`src/rtl/nt_response_misr_if.sv`:
```
// rtl/nt_response_misr_if.sv - stimulus/result bundle between a node-response source and the MISR stage
// Ports (as seen by the slave/MISR side):
//   start     in   begin a compaction window
//   node_in   in   node response bit
//   node_vld  in   node_in carries a valid sample this cycle
//   golden    in   expected signature, sampled with the final sample
//   busy      out  window in progress
//   done      out  one-cycle pulse: sig/mismatch ready
//   sig       out  last completed signature
//   mismatch  out  last signature differed from golden
//   cnt       out  valid samples absorbed in the current window
interface nt_response_misr_if #(
    parameter int W  = 16,
    parameter int CW = 10
);
    logic          start;
    logic          node_in;
    logic          node_vld;
    logic [W-1:0]  golden;
    logic          busy;
    logic          done;
    logic [W-1:0]  sig;
    logic          mismatch;
    logic [CW-1:0] cnt;

    modport master (
        output start, node_in, node_vld, golden,
        input  busy, done, sig, mismatch, cnt
    );

    modport slave (
        input  start, node_in, node_vld, golden,
        output busy, done, sig, mismatch, cnt
    );
endinterface

```
`src/rtl/nt_response_misr.sv`:
```
// rtl/nt_response_misr.sv - MISR compaction of a 1-bit node response with golden-signature compare
// Ports:
//   I1470  in   clock, all state changes on the rising edge
//   I1477  in   synchronous active-high reset
//   bus    slave side of nt_response_misr_if (start/node_in/node_vld/golden in,
//          busy/done/sig/mismatch/cnt out, all outputs registered)
module nt_response_misr #(
    parameter int           W    = 16,
    parameter logic [W-1:0] POLY = 16'h1021,
    parameter logic [W-1:0] SEED = 16'h0000,
    parameter int           NCYC = 1000,
    parameter int           CW   = 10
) (
    input  logic               I1470,
    input  logic               I1477,
    nt_response_misr_if.slave  bus
);

    typedef enum logic [1:0] {
        ST_IDLE = 2'd0,
        ST_RUN  = 2'd1,
        ST_DONE = 2'd2
    } state_t;

    state_t        state_q;
    logic [W-1:0]  misr_q;
    logic [W-1:0]  misr_d;
    logic [W-1:0]  sig_q;
    logic [CW-1:0] cnt_q;
    logic [CW-1:0] cnt_d;
    logic          busy_q;
    logic          done_q;
    logic          mismatch_q;
    logic          fb;
    logic          last_sample;

    // Galois-form MISR step: the outgoing MSB mixed with the new sample decides
    // whether the tap polynomial is folded into the shifted register.
    always_comb begin
        fb          = misr_q[W-1] ^ bus.node_in;
        misr_d      = {misr_q[W-2:0], 1'b0} ^ (fb ? POLY : '0);
        cnt_d       = cnt_q + CW'(1);
        last_sample = bus.node_vld && (cnt_q == CW'(NCYC - 1));
    end

    always_ff @(posedge I1470) begin
        if (I1477) begin
            state_q    <= ST_IDLE;
            misr_q     <= SEED;
            cnt_q      <= '0;
            busy_q     <= 1'b0;
            done_q     <= 1'b0;
            sig_q      <= '0;
            mismatch_q <= 1'b0;
        end else begin
            case (state_q)
                ST_IDLE: begin
                    done_q <= 1'b0;
                    if (bus.start) begin
                        state_q    <= ST_RUN;
                        busy_q     <= 1'b1;
                        misr_q     <= SEED;
                        cnt_q      <= '0;
                        mismatch_q <= 1'b0;
                    end
                end
                ST_RUN: begin
                    if (bus.node_vld) begin
                        misr_q <= misr_d;
                        cnt_q  <= cnt_d;
                    end
                    // Verdict is captured on the final-sample edge so golden only
                    // needs to be valid in that cycle.
                    if (last_sample) begin
                        state_q    <= ST_DONE;
                        busy_q     <= 1'b0;
                        sig_q      <= misr_d;
                        mismatch_q <= (misr_d != bus.golden);
                    end
                end
                ST_DONE: begin
                    // done is registered on the way out of DONE, so it appears one
                    // cycle after the final-sample edge; start here is dropped.
                    done_q  <= 1'b1;
                    state_q <= ST_IDLE;
                end
                default: begin
                    state_q <= ST_IDLE;
                    busy_q  <= 1'b0;
                    done_q  <= 1'b0;
                end
            endcase
        end
    end

    assign bus.busy     = busy_q;
    assign bus.done     = done_q;
    assign bus.sig      = sig_q;
    assign bus.mismatch = mismatch_q;
    assign bus.cnt      = cnt_q;

endmodule

```
`src/flat_wrapper.sv`:
```
// flat-port wrapper written by rule: the top's interface ports become plain ports
module nt_response_misr_flat 
#(
    parameter int           W    = 16,
    parameter logic [W-1:0] POLY = 16'h1021,
    parameter logic [W-1:0] SEED = 16'h0000,
    parameter int           NCYC = 1000,
    parameter int           CW   = 10
)
  (I1470, I1477, bus_start, bus_node_in, bus_node_vld, bus_golden, bus_busy, bus_done, bus_sig, bus_mismatch, bus_cnt);
  nt_response_misr_if #(.W(W), .CW(CW)) bus_i ();
  input  logic I1470;
  input  logic I1477;
  input wire logic [$bits(bus_i.start)-1:0] bus_start;
  input wire logic [$bits(bus_i.node_in)-1:0] bus_node_in;
  input wire logic [$bits(bus_i.node_vld)-1:0] bus_node_vld;
  input wire logic [$bits(bus_i.golden)-1:0] bus_golden;
  output wire logic [$bits(bus_i.busy)-1:0] bus_busy;
  output wire logic [$bits(bus_i.done)-1:0] bus_done;
  output wire logic [$bits(bus_i.sig)-1:0] bus_sig;
  output wire logic [$bits(bus_i.mismatch)-1:0] bus_mismatch;
  output wire logic [$bits(bus_i.cnt)-1:0] bus_cnt;
  assign bus_i.start = bus_start;
  assign bus_i.node_in = bus_node_in;
  assign bus_i.node_vld = bus_node_vld;
  assign bus_i.golden = bus_golden;
  assign bus_busy = bus_i.busy;
  assign bus_done = bus_i.done;
  assign bus_sig = bus_i.sig;
  assign bus_mismatch = bus_i.mismatch;
  assign bus_cnt = bus_i.cnt;
  nt_response_misr #(.W(W), .POLY(POLY), .SEED(SEED), .NCYC(NCYC), .CW(CW)) u_core (.I1470(I1470), .I1477(I1477), .bus(bus_i));
endmodule
```
`config.mk`:
```
export PLATFORM = sky130hd
export DESIGN_NAME = nt_response_misr_flat
export DESIGN_NICKNAME = d
export VERILOG_FILES = /design/src/rtl/nt_response_misr_if.sv /design/src/rtl/nt_response_misr.sv /design/src/flat_wrapper.sv
export SDC_FILE = /design/constraint.sdc
export NUM_CORES = 1
export LEC_CHECK = 0
export ABC_AREA = 1
export CAP_MARGIN = 20
export CORE_MARGIN = 2
export CORE_UTILIZATION = 42
export DETAILED_ROUTE_END_ITERATION = 12
export HOLD_SLACK_MARGIN = 0.06
export PLACE_DENSITY = 0.71
export SETUP_SLACK_MARGIN = 0.4
export SKIP_CTS_REPAIR_TIMING = 1
export SKIP_LAST_GASP = 1
export SLEW_MARGIN = 20
export SYNTH_ARGS = -nofsm -noshare
export SYNTH_HDL_FRONTEND = slang
export SYNTH_SLANG_ARGS = --single-unit
```
`constraint.sdc`:
```
create_clock -name I1470 -period 1.4 [get_ports I1470]
set_clock_uncertainty 0.15 [all_clocks]
set_input_delay 0.21 -clock I1470 [delete_from_list [all_inputs] [get_ports I1470]]
set_output_delay 0.21 -clock I1470 [all_outputs]
set_load 0.05 [all_outputs]
```
== Word-level counts from Yosys, hierarchy flattened ==
Cells that the tools add are included.

* Register bits after elaboration: 47
* Input port bits: 21
* Output and inout port bits: 29

* Add/sub/neg operators: 1
* Equal/unequal tests: 7
* Muxes and demuxes: 17
* Bitwise logic cells: 3
* Reduce and logical (&&, ||, !) cells: 8

{| class="wikitable"
|+ Operator list
! cell !! count
|-
| $mux W16 || 2
|-
| $pmux W16 S2 || 1
|-
| $mux W10 || 2
|-
| $pmux W10 S2 || 1
|-
| $ne A16 B16 Y1 || 1
|-
| $xor A16 B16 Y16 || 1
|-
| $mux W13 || 1
|-
| $add A10 B1 Y10 const B || 1
|-
| $eq A10 B10 Y1 const B || 1
|-
| $reduce_and A3 Y1 || 3
|-
| $mux W1 || 4
|-
| $mux W2 || 2
|-
| $ne A2 B2 Y1 const B || 2
|-
| $pmux W1 S2 || 2
|-
| $pmux W2 S2 || 1
|-
| $reduce_and A2 Y1 || 2
|-
| $pmux W1 S3 || 1
|-
| $eq A2 B1 Y1 const B || 1
|-
| $eq A2 B2 Y1 const B || 1
|-
| $logic_not A2 Y1 || 1
|-
| $ne A2 B1 Y1 const B || 1
|-
| $reduce_bool A2 Y1 || 1
|-
| $logic_and A1 B1 Y1 || 1
|-
| $not A1 Y1 || 1
|-
| $xor A1 B1 Y1 || 1
|}

== Depth between registers and ports, before layout ==
* Word-level depth: 6
* Mapped depth: 10
* Gate-level depth less buffers: 10

== Worst setup path before layout ==
No wires, ideal clock.

* Path type: reg-to-reg
* From: register u_core.cnt_q[0], in the netlist u_core.bus.cnt[0]
* To: register u_core.sig_q[10], in the netlist u_core.bus.sig[10]
* Setup time: 0.134 ns
* Data arrival time: 1.553 ns
* Path slack: -0.437 ns
* Cell stages (with the launch flop): 8
* Period minus slack after synthesis: 1.837 ns
* Path through: dfxtp_1 ha_1 nand2_1 nor2_2 nand4_2 buf_2 nor2_1 a211oi_1

* Cells in the longest elaborated chain, start to end: 3

{| class="wikitable"
|+ Ends and longest elaborated chain
! element !! RTL line !! source
|-
| start: declaration || nt_response_misr.sv:29 || <nowiki>logic [CW-1:0] cnt_q;</nowiki>
|-
| start signal: assignment || nt_response_misr.sv:70 || <nowiki>cnt_q <= cnt_d;</nowiki>
|-
| $eq A10 B10 Y1 || nt_response_misr.sv:43 || <nowiki>last_sample = bus.node_vld && (cnt_q == CW'(NCYC - 1));</nowiki>
|-
| $logic_and A1 B1 Y1 || nt_response_misr.sv:43 ||
|-
| $reduce_and A2 Y1 (no line) || n/a ||
|-
| end signal: assignment || nt_response_misr.sv:77 || <nowiki>sig_q <= misr_d;</nowiki>
|-
| end: declaration || nt_response_misr.sv:28 || <nowiki>logic [W-1:0] sig_q;</nowiki>
|}

Every way passes these cells.
A chain may end at the register's enable or synchronous reset.

== Worst setup path after layout ==
* From: register u_core.misr_q[13]
* To: register u_core.mismatch_q, in the netlist u_core.bus.mismatch

* Cells in the longest elaborated chain, start to end: 4

{| class="wikitable"
|+ Ends and longest elaborated chain
! element !! RTL line !! source
|-
| start: declaration || nt_response_misr.sv:26 || <nowiki>logic [W-1:0] misr_q;</nowiki>
|-
| start signal: assignment || nt_response_misr.sv:69 || <nowiki>misr_q <= misr_d;</nowiki>
|-
| $xor A16 B16 Y16 || nt_response_misr.sv:41 || <nowiki>misr_d = {misr_q[W-2:0], 1'b0} ^ (fb ? POLY : '0);</nowiki>
|-
| $ne A16 B16 Y1 || nt_response_misr.sv:78 || <nowiki>mismatch_q <= (misr_d != bus.golden);</nowiki>
|-
| $mux W1 || nt_response_misr.sv:74 || <nowiki>if (last_sample) begin</nowiki>
|-
| $pmux W1 S2 || nt_response_misr.sv:56 || <nowiki>case (state_q)</nowiki>
|-
| end signal: assignment || nt_response_misr.sv:78 ||
|-
| end: declaration || nt_response_misr.sv:33 || <nowiki>logic mismatch_q;</nowiki>
|}

Every way passes these cells. The select of a mux whose other input is x is not followed.

==> results.ini <==
[critical_path]
worstPathMaxFanout=4
worstSetupEndpointType=flop
crit_type=reg2reg
startpoint_type=flop
path_delay_family=simple AND/OR/NAND/NOR gates
worst-path-buf-inv=1
required_ps=1460
critPathMostFrequentCell=nor2_1
cp_cell_sequence=inv_1 > nand2_1 > nand2_1 > nor2_1 > nand2_1 > nor2_1 > nand3_1 > nor2_1 > nor2_1
slowest_delay_ps=480
cp.arrival_ps=1630
cp_slowest_cell=dfxtp_1

[route]
drt.antenna.violating_nets=0
drc=0
via_per_inst=4.988
vias=2554
drt_iter0_drc=146
wl_per_cell_microns=14.66
drtPass1Iterations=4
finalWirelength_microns=7505

[synth]
synth_nets=348
synth_area_leaders=dfxtp_1 (42%), nand2_1 (14%), inv_1 (9.3%)
yosysTopAreaCellShare=0.4166
yosysTopAreaCell=dfxtp_1
synthCells=326
yosysWarnings=0
netlist_area_sq_um=2258
yosysUniqueCellTypes=29
post_synth.cell_area_avg_sq_um=6.928
ys_ff_latch=47
ys_seq_area_frac=0.4166

[cts]
cts_buffer_depth=2
clk_pin_slew_ps=90
cts_sinks=47
cts_tree=built
cts_buffers=5
clock-root-buffer=clkbuf_8
h-tree-depth=2
clkLatencyLatePin_ps=310

[global_routing]
antenna_found_initial=0
grt_overflow=0
grt_pass1_vias=2361
grt_pass1_wl_microns=10240
track_usage=0.2119
grt_max_degree=22

[finish]
area_delta_synth_final_pct=85.93
seq_area_sq_um=1008
final_layout_size_suffix_gt1_frac=0.4706
final_area_sq_um=4199
nFillCells=310
n_antenna_cell=0
multi_input_area_sq_um=1368
post-route-util=0.8169
final_nets=463

[power]
powerDensity_nw_per_um2=697.4
switching_share=0.2999
clockPowerShare=0.282
pwr-share-seq=0.480
irDropWorstVdd_uv=463.1
combPwrFrac=0.238
p_total_mw=2.929
p_int_mw=2.050
p_switching_mw=0.8782
leakagePower_nw=1.918

[sta]
max-slew-margin-rel=0.8231
setup_ws_ps=-166.2
min_period_over_period=1.119
tightest_slew_ps=265.0
finalHoldViolations=0
min_period_ps=1566
setup_viol=30
finalSetupTns_ps=-1840
rsz0062_at_grt=true
final_max_slew_viol_count=0
fmax_mhz=638.5

[floorplanning]
io-pin-count=50
initial_core_util=0.4394
die_w_microns=77.33
core_sq_um=5140
die_h_microns=77.33
row_count=26
die_area_sq_um=5980

[placement]
placed_area_sq_um=3590
post-place-ws_ps=-406.1
io_buffers=49
hpwl_microns=4665
gp_congestion=0.8574

[outcome]
violations=negative setup slack
outcome=finished, violations left

[job]
maxCapViolCount=0

[worst_hold_path]
min_path_type=reg2reg

power groups by stage:
| stage | Combinational, mW | Clock (mW) | Sequential [mW] |
|---|---|---|---|
| after CTS | 0.544 | 0.821 | 1.40 |
| final | 0.696 | 0.827 | 1.41 |
| after detailed placement | 0.542 | 0 | 1.43 |
| after global routing | 0.747 | 0.900 | 1.41 |
| after global placement | 0.531 | 0 | 1.43 |
| after floorplan | 0.240 | 0 | 1.46 |
metal layers:
| layer | routed length [microns] | share of wire | track usage |
|---|---|---|---|
| met4 | 235 | 0.031 | 0.1232 |
| met3 | 395 | 0.053 | 0.04535 |
| met2 | 3880 | 0.52 | 0.3435 |
| met1 | 2993 | 0.40 | 0.2593 |
| met5 | 0 | 0 | 0 |
Yosys cell counts:
| cell | number |
|---|---|
| nand2_1 | 86 |
| inv_1 | 56 |
| dfxtp_1 | 47 |
| nor2_1 | 33 |
| a21oi_1 | 18 |
| nand3_1 | 16 |
| o21ai_0 | 12 |
| a211oi_1 | 10 |
| a22oi_1 | 9 |
| inv_2 | 6 |
| buf_2 | 4 |
| buf_6 | 3 |
| nand2_2 | 3 |
| nand2_4 | 3 |
| nor2_4 | 2 |
| nor3_1 | 2 |
| o22ai_1 | 2 |
| o32ai_1 | 2 |
| xnor2_1 | 2 |
| and3_1 | 1 |
| buf_1 | 1 |
| ha_1 | 1 |
| nand3b_1 | 1 |
| nand4_1 | 1 |
| nand4_2 | 1 |
| nor2_2 | 1 |
| o211ai_1 | 1 |
| o31ai_1 | 1 |
| xor2_1 | 1 |
stage by stage:
step / hold WS (ps) / std cells
finish: 314.6 / 512
global route: 328.1 / 512
CTS: 334.0 / 495
detailed placement: 321.3 / 487
global placement: 320.6 / 487
floorplan: 194.6 / 326
registers in the layout (all words and copies together) (netlist names):
name,cells
u_core.bus.mismatch,1
u_core.bus.done,1
u_core.bus.busy,1
u_core.misr_q,16
u_core.bus.sig,16
u_core.state_q,2
u_core.bus.cnt,10
cell usage in the layout, fill, tap and decap left out, types with 2 or more instances in the layout:
master           count
dfxtp_1             15
o32ai_2              2
dlymetal6s2s_1       2
a211oi_2             5
nand2_1             65
xnor2_1              2
nand2_4             16
a22oi_2              7
clkdlybuf4s50_1     18
buf_6               14
buf_12              33
o21ai_0              2
o21ai_1              8
nor2_1              28
nor2_4               6
nand2_2             10
inv_6                2
a21oi_1             13
buf_4               48
nand3_2              2
dfxtp_2             21
nand3_1             13
inv_1               52
a22oi_1              2
clkbuf_8             5
inv_2                7
o22ai_2              2
dfxtp_4             11
a21oi_2              5
clkbuf_1             2
a211oi_1             5
nor2_2               2
worst paths after layout:
check                                                   endpoint  slack (ps)  cells past startpoint                      startpoint
worst max-delay path            u_core.bus.mismatch$_SDFFE_PP0P_        -170                      9  u_core.misr_q[13]$_SDFFE_PP0P_
worst min-delay path              u_core.bus.sig[7]$_SDFFE_PP0P_         310                      2  u_core.bus.sig[7]$_SDFFE_PP0P_
worst max register to register  u_core.bus.mismatch$_SDFFE_PP0P_        -170                      9  u_core.misr_q[13]$_SDFFE_PP0P_
worst min register to register    u_core.bus.sig[7]$_SDFFE_PP0P_         310                      2  u_core.bus.sig[7]$_SDFFE_PP0P_
worst register-to-register path: stages (launching register included):
cell and delay, ps:
dfxtp_1 480, inv_1 120, nand2_1 80, nand2_1 50
nor2_1 80, nand2_1 70, nor2_1 120, nand3_1 90
nor2_1 170, nor2_1 50
layout make-up:
cell class	instances	share of cell area
Clock buffer	7	0.01818
Timing Repair Buffer	116	0.3355
Sequential cell	47	0.2402
Multi-Input combinational cell	209	0.3257
Clock inverter	1	0.001192
Tap cell	70	0.02086
Inverter	62	0.05840
cells by family (layout without fill, tap and decap cells):
group | count (synthesis) | in the layout | synth area share
fa+ha+maj | 1 | 1 | 0.005539
xor+xnor | 3 | 3 | 0.01164
buf+inv | 70 | 186 | 0.1285
simple gates | 150 | 150 | 0.2881
flops | 47 | 47 | 0.4166
compound gates | 55 | 55 | 0.1496
Power figures use the tool's default switching activity.
